==> src/rtl/memory_access_unit_pkg.sv <==
// Shared types for the memory access unit: FSM states, func3 codes, sizes.
package memory_access_unit_pkg;

   typedef enum logic [1:0] {
      IDLE,
      ACCESS,
      DONE
   } state_t;

   typedef enum logic [1:0] {
      SIZE_BYTE,
      SIZE_HALF,
      SIZE_WORD
   } size_t;

   localparam logic [2:0] FUNCT3_LB  = 3'b000;
   localparam logic [2:0] FUNCT3_LH  = 3'b001;
   localparam logic [2:0] FUNCT3_LW  = 3'b010;
   localparam logic [2:0] FUNCT3_LBU = 3'b100;
   localparam logic [2:0] FUNCT3_LHU = 3'b101;
   localparam logic [2:0] FUNCT3_SB  = 3'b000;
   localparam logic [2:0] FUNCT3_SH  = 3'b001;
   localparam logic [2:0] FUNCT3_SW  = 3'b010;

   // Codes 011, 110 and 111 fall through to a word access.
   function automatic size_t decode_size(input logic [2:0] f);
      size_t s;
      unique case (1'b1)
         (f[1:0] == FUNCT3_LB[1:0]): s = SIZE_BYTE;
         (f[1:0] == FUNCT3_LH[1:0]): s = SIZE_HALF;
         default:                    s = SIZE_WORD;
      endcase
      return s;
   endfunction

   function automatic logic [3:0] byte_enable(input size_t s,
                                              input logic [1:0] off);
      logic [3:0] be;
      unique case (s)
         SIZE_BYTE: be = 4'b0001 << off;
         SIZE_HALF: be = off[1] ? 4'b1100 : 4'b0011;
         default:   be = 4'b1111;
      endcase
      return be;
   endfunction

   function automatic logic [31:0] replicate(input size_t s,
                                             input logic [31:0] d);
      logic [31:0] r;
      unique case (s)
         SIZE_BYTE: r = {4{d[7:0]}};
         SIZE_HALF: r = {2{d[15:0]}};
         default:   r = d;
      endcase
      return r;
   endfunction

   function automatic logic misaligned(input size_t s,
                                       input logic [1:0] off);
      logic m;
      unique case (s)
         SIZE_HALF: m = off[0];
         SIZE_WORD: m = (off != 2'b00);
         default:   m = 1'b0;
      endcase
      return m;
   endfunction

endpackage

==> src/rtl/memory_access_unit_load_formatter.sv <==
// Load lane select and sign/zero extension for the memory access unit.
module load_formatter
   import memory_access_unit_pkg::*;
(
   input  logic [31:0] word,
   input  logic [1:0]  offset,
   input  logic [2:0]  func3,
   output logic [31:0] value
);

   logic [7:0]  b;
   logic [15:0] h;
   logic        uns;

   always_comb begin
      b = word[7:0];
      unique case (offset)
         2'd0:    b = word[7:0];
         2'd1:    b = word[15:8];
         2'd2:    b = word[23:16];
         default: b = word[31:24];
      endcase
      h = offset[1] ? word[31:16] : word[15:0];
      uns = func3[2];
      value = word;
      unique case (decode_size(func3))
         SIZE_BYTE: value = {{24{b[7] & ~uns}}, b};
         SIZE_HALF: value = {{16{h[15] & ~uns}}, h};
         default:   value = word;
      endcase
   end

endmodule

==> src/rtl/memory_access_unit.sv <==
// Load/store unit: IDLE -> ACCESS -> DONE bus sequencer with timeout.
// Define MISALIGN_TRAP_EN to fault misaligned halfword/word accesses.
module memory_access_unit
   import memory_access_unit_pkg::*;
#(
   parameter int TIMEOUT_CYCLES = 16
) (
   input  logic        clock,
   input  logic        reset,
   input  logic [31:0] address,
   input  logic [31:0] storeData,
   input  logic [2:0]  func3,
   input  logic        memoryReadEnable,
   input  logic        memoryWriteEnable,
   input  logic        flush,
   output logic        busRequest,
   output logic        busWrite,
   output logic [31:0] busAddress,
   output logic [31:0] busWriteData,
   output logic [3:0]  busByteEnable,
   input  logic        busReady,
   input  logic [31:0] busReadData,
   output logic        stall,
   output logic [31:0] loadData,
   output logic        accessDone,
   output logic        accessFault
);

   localparam logic [7:0] LIMIT = 8'(TIMEOUT_CYCLES - 1);

   state_t      state;
   state_t      nxt;
   size_t       size;
   logic        req;
   logic        take;
   logic        trap;
   logic        timeout;
   logic [7:0]  count;
   logic [2:0]  lat_func3;
   logic [1:0]  lat_off;
   logic        fault_q;
   logic [31:0] fmt;

   load_formatter u_fmt (
      .word   (busReadData),
      .offset (lat_off),
      .func3  (lat_func3),
      .value  (fmt)
   );

   // Flush only blocks a request that has not been issued yet.
   always_comb begin
      size = decode_size(func3);
      req = ~reset & (memoryReadEnable | memoryWriteEnable);
      take = ((state == IDLE) & req & ~flush) | ((state == DONE) & req);
`ifdef MISALIGN_TRAP_EN
      trap = take & misaligned(size, address[1:0]);
`else
      trap = 1'b0;
`endif
      timeout = (state == ACCESS) & ~busReady & (count == LIMIT);
   end

   always_comb begin
      nxt = state;
      stall = 1'b0;
      busRequest = 1'b0;
      accessDone = 1'b0;
      accessFault = 1'b0;
      unique case (state)
         IDLE: begin
            stall = take;
            if (take) nxt = trap ? DONE : ACCESS;
         end
         ACCESS: begin
            busRequest = 1'b1;
            stall = 1'b1;
            if (busReady | timeout) nxt = DONE;
         end
         DONE: begin
            accessDone = 1'b1;
            accessFault = fault_q;
            if (take) nxt = trap ? DONE : ACCESS;
            else nxt = IDLE;
         end
         default: nxt = IDLE;
      endcase
   end

   always_ff @(posedge clock) begin
      if (reset) begin
         state <= IDLE;
         busWrite <= 1'b0;
         busAddress <= '0;
         busWriteData <= '0;
         busByteEnable <= '0;
         lat_func3 <= '0;
         lat_off <= '0;
         count <= '0;
         fault_q <= 1'b0;
         loadData <= '0;
      end else begin
         state <= nxt;
         if (state == ACCESS) begin
            if (busReady) begin
               loadData <= busWrite ? 32'd0 : fmt;
               fault_q <= 1'b0;
            end else if (timeout) begin
               loadData <= '0;
               fault_q <= 1'b1;
            end else begin
               count <= count + 8'd1;
            end
         end else if (take) begin
            busWrite <= memoryWriteEnable;
            busAddress <= {address[31:2], 2'b00};
            busWriteData <= replicate(size, storeData);
            busByteEnable <= byte_enable(size, address[1:0]);
            lat_func3 <= func3;
            lat_off <= address[1:0];
            count <= '0;
            fault_q <= trap;
            if (trap) loadData <= '0;
         end
      end
   end

endmodule

==> config.mk <==
export PLATFORM = sky130hd
export DESIGN_NAME = memory_access_unit
export DESIGN_NICKNAME = d
export VERILOG_FILES = /design/src/rtl/memory_access_unit_pkg.sv /design/src/rtl/memory_access_unit_load_formatter.sv /design/src/rtl/memory_access_unit.sv
export SDC_FILE = /design/constraint.sdc
export NUM_CORES = 1
export LEC_CHECK = 0
export CORE_ASPECT_RATIO = 0.7
export CORE_MARGIN = 2
export CORE_UTILIZATION = 48
export CTS_BUF_LIST = sky130_fd_sc_hd__clkbuf_8
export DETAILED_ROUTE_END_ITERATION = 7
export HOLD_SLACK_MARGIN = 0.12
export PLACE_DENSITY_LB_ADDON = 0.3
export SYNTH_ARGS = -nofsm -noshare
export SYNTH_HDL_FRONTEND = slang
export SYNTH_SLANG_ARGS = --single-unit
==> constraint.sdc <==
create_clock -name clock -period 6.19 [get_ports clock]
set_clock_uncertainty 0.15 [all_clocks]
set_input_delay 1.238 -clock clock [delete_from_list [all_inputs] [get_ports clock]]
set_output_delay 1.238 -clock clock [all_outputs]
set_load 0.05 [all_outputs]
## Yosys cells after proc, flatten, opt, wreduce, memory -nomap -nowiden

Cells that the tools add are included.

- Flip-flop bits (word level): 115
- Input port bits: 105
- Output and inout port bits: 105
- Word-level logic and storage cells: 82

- Add/subtract/negate cells: 1
- Equal/unequal tests: 14
- Shift operators: 1
- Mux-type cells: 27
- Bitwise gates (word level): 16
- Reductions and logical operators: 13

Operators by type and width:

| kind | number |
|---|---|
| $pmux W32 S2 | 2 |
| $mux W32 | 3 |
| $mux W8 | 4 |
| $pmux W8 S3 | 1 |
| $mux W16 | 1 |
| $eq A2 B1 Y1 const B | 6 |
| $logic_not A2 Y1 | 6 |
| $add A8 B1 Y8 const B | 1 |
| $and A1 B1 Y1 | 8 |
| $eq A8 B4 Y1 const B | 1 |
| $mux W1 | 8 |
| $pmux W2 S2 | 2 |
| $pmux W4 S2 | 1 |
| $reduce_and A2 Y1 | 4 |
| $ne A2 B2 Y1 const B | 3 |
| $pmux W2 S3 | 1 |
| $not A1 Y1 | 5 |
| $eq A2 B2 Y1 const B | 2 |
| $mux W2 | 2 |
| $mux W4 | 1 |
| $reduce_bool A2 Y1 | 2 |
| $shl A1 B2 Y4 const A | 1 |
| $ne A3 B3 Y1 const B | 1 |
| $or A1 B1 Y1 | 3 |
| 3 further kinds | 3 |

## Longest topological paths before layout

- Depth after elaboration: 7
- Mapped depth: 7
- Mapped depth without buffers: 5

## Cells and area by module

A second synthesis with hierarchy kept.

- Cells, all modules: 674
- Area, all modules: 5291.3 µm²

By module, submodules not included:

| module | instances | cells an instance | area an instance (µm²) | sequential area each (µm²) |
|---|---|---|---|---|
| memory_access_unit | 1 | 559 | 4570.6 | 2302.2 |
| load_formatter | 1 | 115 | 720.7 | 0.0 |

## Worst setup path after synthesis

No wires, ideal clock.

- Kind: in2out
- Start point: input port flush
- End point: output port stall
- Data arrival time: 2.750 ns
- Data required time: 4.802 ns
- Path slack: 2.052 ns
- Stages: 5
- Buffers on the path: 1
- Cells stage by stage: nor2b_1 -> nor3_2 -> buf_2 -> nor2_1 -> nor2_1

- Cells in the longest elaborated chain, start to end: 4

Ends and longest elaborated chain:

| item | RTL line | RTL |
|---|---|---|
| start: declaration | memory_access_unit.sv:15 | `input logic flush,` |
| $not A1 Y1 | memory_access_unit.sv:55 | `take = ((state == IDLE) & req & ~flush) \| ((state == DONE) & req);` |
| $and A1 B1 Y1 | memory_access_unit.sv:55 |  |
| $or A1 B1 Y1 | memory_access_unit.sv:55 |  |
| $pmux W1 S2 | memory_access_unit.sv:70 | `unique case (state)` |
| end: declaration | memory_access_unit.sv:23 | `output logic stall,` |

Every way passes these cells.

## Worst setup path in the final report

Same ends and word-level chain as after synthesis.

==> impl_metrics.ini <==
[place]
port_buffers = 207
preCtsSetupSlack_ns = 1.72
globalplace.congestion = 0.860
dp_hpwl_um = 11100

[worst_setup_path]
worstRegToRegCells = 4
cp_num_cells = 6
endpoint = stall
cp-start-kind = primary input
regToRegEndpoint = loadData[25]
crit_buf_inv = 2
end_kind = primary output
reg2reg_from = state[0]
critPathMaxStageDelay_ns = 0.69
critPathTopFamily = buffers and inverters
path_class = in -> out
path_cells = clkdlybuf4s50_1 -> nor2b_1 -> nor3_4 -> nor2_1 -> nor2_1 -> clkdlybuf4s50_1
reg2reg_slack_ns = 3.54
critPathLaunch = flush
crit_fanout = 6
critPathSlowestCell = clkdlybuf4s50_1
arrival_ns = 3.10
cp.required_ns = 4.80

[clock_network]
clk_latency_ns = 0.43
tritoncts = done
clockBufferDepth = 2
clockRootBuffer = clkbuf_8
cts.sinks = 115
cts_max_level = 4
cts_hold_buf = 0
cts_setup_buffers = 0
path_clk_slew_ns = 0.06
cts_buffers = 17
cts_resized = 0

[yosys]
synth.most_common_cell = dfxtp_1
synth_top_cell_by_area = dfxtp_1
synth_top_area_share_pct = 45.5
avgSynthCellArea_sq_um = 8.60
synth_edf_count = 0
ys.flop_type = dfxtp_1
async_reset_ff_share_pct = 0
ys_seq_area_share_pct = 45.5
synth_top_cells_by_count = dfxtp_1, nand2_1, o21ai_0, nor2_1, clkbuf_1
ys_types = 54
yosys_warnings = 0
syn_area_sq_mm = 0.00506
ys_ff_latch = 115
synthCells = 589
synth_area_leaders = dfxtp_1, nand2_1, o21ai_0

[cells_and_area]
area_growth_pct = 48.6
multi_input_area_sq_mm = 0.00251
regArea_sq_mm = 0.00230
diodes = 0
finish.utilization_pct = 72.9
nets = 875
drive_gt1_share_pct = 5.37
fillerInstances = 780

[hold_path]
hp-class = reg -> reg

[route]
vias_per_cell = 5.55
wl_per_cell_um = 17.1
drtIter0Drc = 440
drcViolationCount = 0
vias = 5076
wirelength_um = 15600
antenna_left = 0
drtPass1Iterations = 5

[timing]
whs_ns = 0.303
fmax_mhz = 223
period_minus_slack_ns = 4.49
rsz0062_at_grt = no
slew_headroom_pct = 25.9
fin_setup_tns_ns = 0
slew_violations = 0
finalCritPeriodShare_pct = 72.5
tightest_slew_ns = 1.10
worst_slack_ns = 1.70
final-setup-viol-count = 0
hold_viol = 0

[pwr]
pwr-share-clk_pct = 35.7
ir_worst_vdd_mv = 0.179
p_int_mw = 1.35
power_leakage_nw = 2.73
power.density_mw_per_mm2 = 260
p_switching_uw = 605
p_sw_share_pct = 30.9
power_frac_seq_pct = 41.6
comb_power_share_pct = 22.7

[run_status]
status = finished clean

[floorplan]
fp.dieW_um = 127
die_area_sq_mm = 0.0114
die_height_um = 89.9
core_area_sq_mm = 0.0103
initial_core_util_pct = 49.1
rows = 31
io_pins = 210

[global_routing]
grt_pass1_vias = 4779
grt_pass1_wl_um = 24300
antenna_found_initial = 0
grt_usage_pct = 27.0
grt_overflow_total = 0
grt_max_degree = 118

[job]
drv_cap = 0
## worst min path at each step
stage | slack (ns) | to | cells after the start | start
finish | 0.30 | busWriteData[0] | 2 | busWriteData[0]
detailed placement | 0.30 | busWriteData[0] | 2 | busWriteData[0]
floorplan | 0.30 | lat_func3[2] | 2 | lat_func3[2]
global route | 0.33 | busAddress[5] | 2 | busAddress[5]
CTS | 0.31 | busWriteData[0] | 2 | busWriteData[0]
global placement | 0.29 | busWriteData[1] | 2 | busWriteData[1]
## state kept, by name, indices dropped and copies added (netlist names)
register       cells
count              8
fault_q            1
busWriteData      32
loadData          32
state              2
busAddress        30
lat_func3          3
busWrite           1
lat_off            2
busByteEnable      4
## area by class of cell
cell class	instances	share of cell area, %
multi-input cells	413	33.4
flip-flops and latches	115	30.6
repair buffers	212	28.0
clock buffers	21	3.84
well taps	132	2.20
clock inverters	11	1.46
inverters	10	0.499
## stage by stage
step,std cells,instance area [sq um],power [mW]
detailed placement,882,7120,1.27
CTS,914,7520,1.96
floorplan,590,5070,1.08
finish,914,7520,1.95
global placement,882,7120,1.26
global route,914,7520,2.02
## worst register-to-register path: cells and delay by family, from the launching register on
| family | cells | cell delay [ns] |
|---|---|---|
| AND/OR/NAND/NOR | 3 | 1.71 |
| AO/OA/AOI/OAI | 1 | 0.20 |
| flip-flops | 1 | 0.54 |
## cell families after synthesis
group	Yosys count	synth area share [%]
buffers and inverters	62	5.24
multiplexers	26	5.39
adder cells (fa/ha/maj)	1	0.247
flip-flops	115	45.5
AND/OR/NAND/NOR	207	19.6
AO/OA/AOI/OAI	172	23.2
XOR/XNOR	5	0.865
other	1	0.0741
## placed cells by master, fill, tap and decap left out, types with 3 or more instances in the layout
cell type	synthesis	final
o31ai_1	8	8
dfxtp_1	115	115
nor3_1	4	4
inv_1	9	11
clkinvlp_4	0	3
nor2_1	38	38
a31oi_1	3	3
and3b_1	6	6
clkdlybuf4s50_1	0	207
nand2b_1	10	10
buf_4	4	5
mux2i_1	25	25
o2bb2ai_1	7	7
nand3_1	13	13
xnor2_1	4	4
nand2_1	103	103
a32o_1	8	8
a311oi_1	10	10
a211o_1	7	7
nor2b_1	5	5
a211oi_1	12	12
or3_1	9	9
a21oi_1	30	29
clkbuf_8	0	21
nor3b_1	6	6
clkinv_2	0	4
o21ai_0	57	57
a221o_1	16	16
## layer usage
layer	global-route usage, %	routed length (um)	vias to the layer above
met2	41.1	7070	205
met4	10.4	321	0
met1	35.2	6850	2371
met3	9.35	1360	30
li1	-	-	2470
met5	0	0	-
## power groups by stage
stage               combinational (mW)  sequential [mW]  clock, mW
floorplan                        0.133            0.950          0
global placement                 0.433            0.825          0
detailed placement               0.440            0.828          0
CTS                              0.442            0.813      0.709
global route                     0.466            0.818      0.741
finish                           0.443            0.813      0.699
(Power assumes the default switching activity.)
==> RTL change: new RTL, same settings <==
Put a register stage on the output `accessFault`, cleared by the reset. The value now appears one clock later. The other outputs are not delayed to match.
--- a/src/rtl/memory_access_unit.sv
+++ b/src/rtl/memory_access_unit.sv
@@ -27,6 +27,8 @@
 );
 
    localparam logic [7:0] LIMIT = 8'(TIMEOUT_CYCLES - 1);
+
+   logic accessFault_d;
 
    state_t      state;
    state_t      nxt;
@@ -66,7 +68,7 @@
       stall = 1'b0;
       busRequest = 1'b0;
       accessDone = 1'b0;
-      accessFault = 1'b0;
+      accessFault_d = 1'b0;
       unique case (state)
          IDLE: begin
             stall = take;
@@ -79,7 +81,7 @@
          end
          DONE: begin
             accessDone = 1'b1;
-            accessFault = fault_q;
+            accessFault_d = fault_q;
             if (take) nxt = trap ? DONE : ACCESS;
             else nxt = IDLE;
          end
@@ -125,5 +127,13 @@
       end
    end
 
+   always_ff @(posedge clock) begin
+      if (reset) begin
+         accessFault <= '0;
+      end else begin
+         accessFault <= accessFault_d;
+      end
+   end
+
 endmodule
 
Formal check against the unedited RTL: no difference found for any inputs over 4 cycles, from zero or initial values and one cycle with reset high; that may be too few to reach the edited logic, so the function may still have changed.
==> RTL change against the original RTL <==
- worst setup slack better by 500 ps
- design area is 0.47% higher
- power is 4.2% lower
- area after synthesis is 2.0% higher
- utilization is 0.21 points lower
- first-iteration DRC count is 21% higher
- routed wire length is 0.86% higher
- sequential cell count is 1 higher
- critical path type unchanged
- highest routed layer unchanged
==> RTL change: results (changes against the original RTL) <==
initial antenna violation count 0 (unchanged); Distinct cells, synth 51 (-5.6%); worst stage delay on the critical path 460 ps (-230 ps); r2r setup slk 3570 ps (+30 ps); final wirelength 15700 um (+0.86%); routed vias 5230 (+3.0%); share of cells above drive strength 1 6.84% (+1.5 points); GPL Wtd Cong 0.828 (-3.7%); Slew @ Worst Pin 1250 ps (+148 ps); DRT Pass-1 Iters 6 (+1); worst hold path class register to register; status complete, no violations; crit path DAT 2600 ps (-500 ps); Sw Ratio 32.3% (+1.3 points); DP Wirelength 11200 um (+0.72%); commonest cells in the netlist 119 x nand2_1, 116 x dfxtp_1, 59 x o21ai_0; pre-CTS setup slack 2010 ps (+290 ps); hold_ws 307 ps (+3.73 ps); ranking of synthesized cells by area dfxtp_1 45%, nand2_1 8.6%, o21ai_0 5.7%; sequential-to-total area share from yosys stat 45.0% (-0.52 points); fin crit period 3990 ps (-499 ps); gr usage total 26.7% (-0.22 points); Leakage 0.00275 uW (+0.88%); Placed Area 7210 um2 (+1.1%); Layout Nets 883 (+0.91%); VDD IR max 0.000133 V (-26%); ant diodes 0 (unchanged); DR iter-0 viols 533 (+21%); vias in the first global route 4864 (+1.8%)
RTL change: changes by cell type after synthesis, sizes merged, moves of 6 or more:
cell | unedited run | this run
nand2 | 103 | 119
mux2 | 0 | 10
a21oi | 31 | 40
mux2i | 25 | 16
nor2 | 38 | 30
o31ai | 8 | 0
a2111o | 0 | 6
RTL change: power by group through the flow:
stage	Clock, uW	Sequential (uW)	Combinational, uW
final	623	819	431
after global routing	672	824	455
after CTS	629	818	430
after detailed placement	0	835	428
after global placement	0	833	419
after floorplan	0	947	135
RTL change: per-stage QoR:
| step | util [%] | cells | total power, uW |
|---|---|---|---|
| after floorplan | - | 601 | 1080 |
| after global placement | 69.3 | 890 | 1250 |
| after detailed placement | 69.3 | 890 | 1260 |
| after CTS | 72.7 | 922 | 1880 |
| after global routing | 72.7 | 922 | 1950 |
| final | 72.7 | 922 | 1870 |
RTL change: cells by family (layout without fill, tap and decap cells):
| group | Yosys count | count (layout) | synth area share (%) |
|---|---|---|---|
| AO/OA/AOI/OAI | 181 | 181 | 24.0 |
| adder cells (fa/ha/maj) | 1 | 1 | 0.242 |
| buffers and inverters | 62 | 251 | 5.30 |
| flip-flops | 116 | 116 | 45.0 |
| multiplexers | 27 | 27 | 5.79 |
| other | 1 | 2 | 0.0726 |
| AND/OR/NAND/NOR | 212 | 212 | 19.7 |
RTL change: layer usage:
layer | GRT usage, % | vias to the layer above | share of wire, %
li1 | - | 2518 | -
met1 | 36.0 | 2438 | 43
met2 | 41.8 | 252 | 46
met3 | 7.29 | 22 | 9.0
met4 | 8.33 | 0 | 1.5
met5 | 0 | - | 0
RTL change: path summary, 6_finish.rpt:
kind,start,endpoint,depth (start not counted)
worst max-delay path,reset,stall,6
worst min-delay path,busAddress[5]$_SDFFE_PP0P_,busAddress[5]$_SDFFE_PP0P_,2
worst max register to register,count[0]$_SDFFE_PP0P_,loadData[28]$_SDFFE_PP0P_,5
worst min register to register,busAddress[5]$_SDFFE_PP0P_,busAddress[5]$_SDFFE_PP0P_,2
RTL change: final cells by class:
cell class	instances	area, um2
Tap cell	132	165
Multi-Input combinational cell	423	2580
Timing Repair Buffer	211	2110
Clock inverter	15	119
Sequential cell	116	2320
Clock buffer	17	234
Inverter	8	30.0
Fill cell	768	2840
RTL change: worst min-delay path, stage by stage (launching register included):
cell and delay (ps):
dfxtp_1 310, nand2_1 50, o21ai_0 60
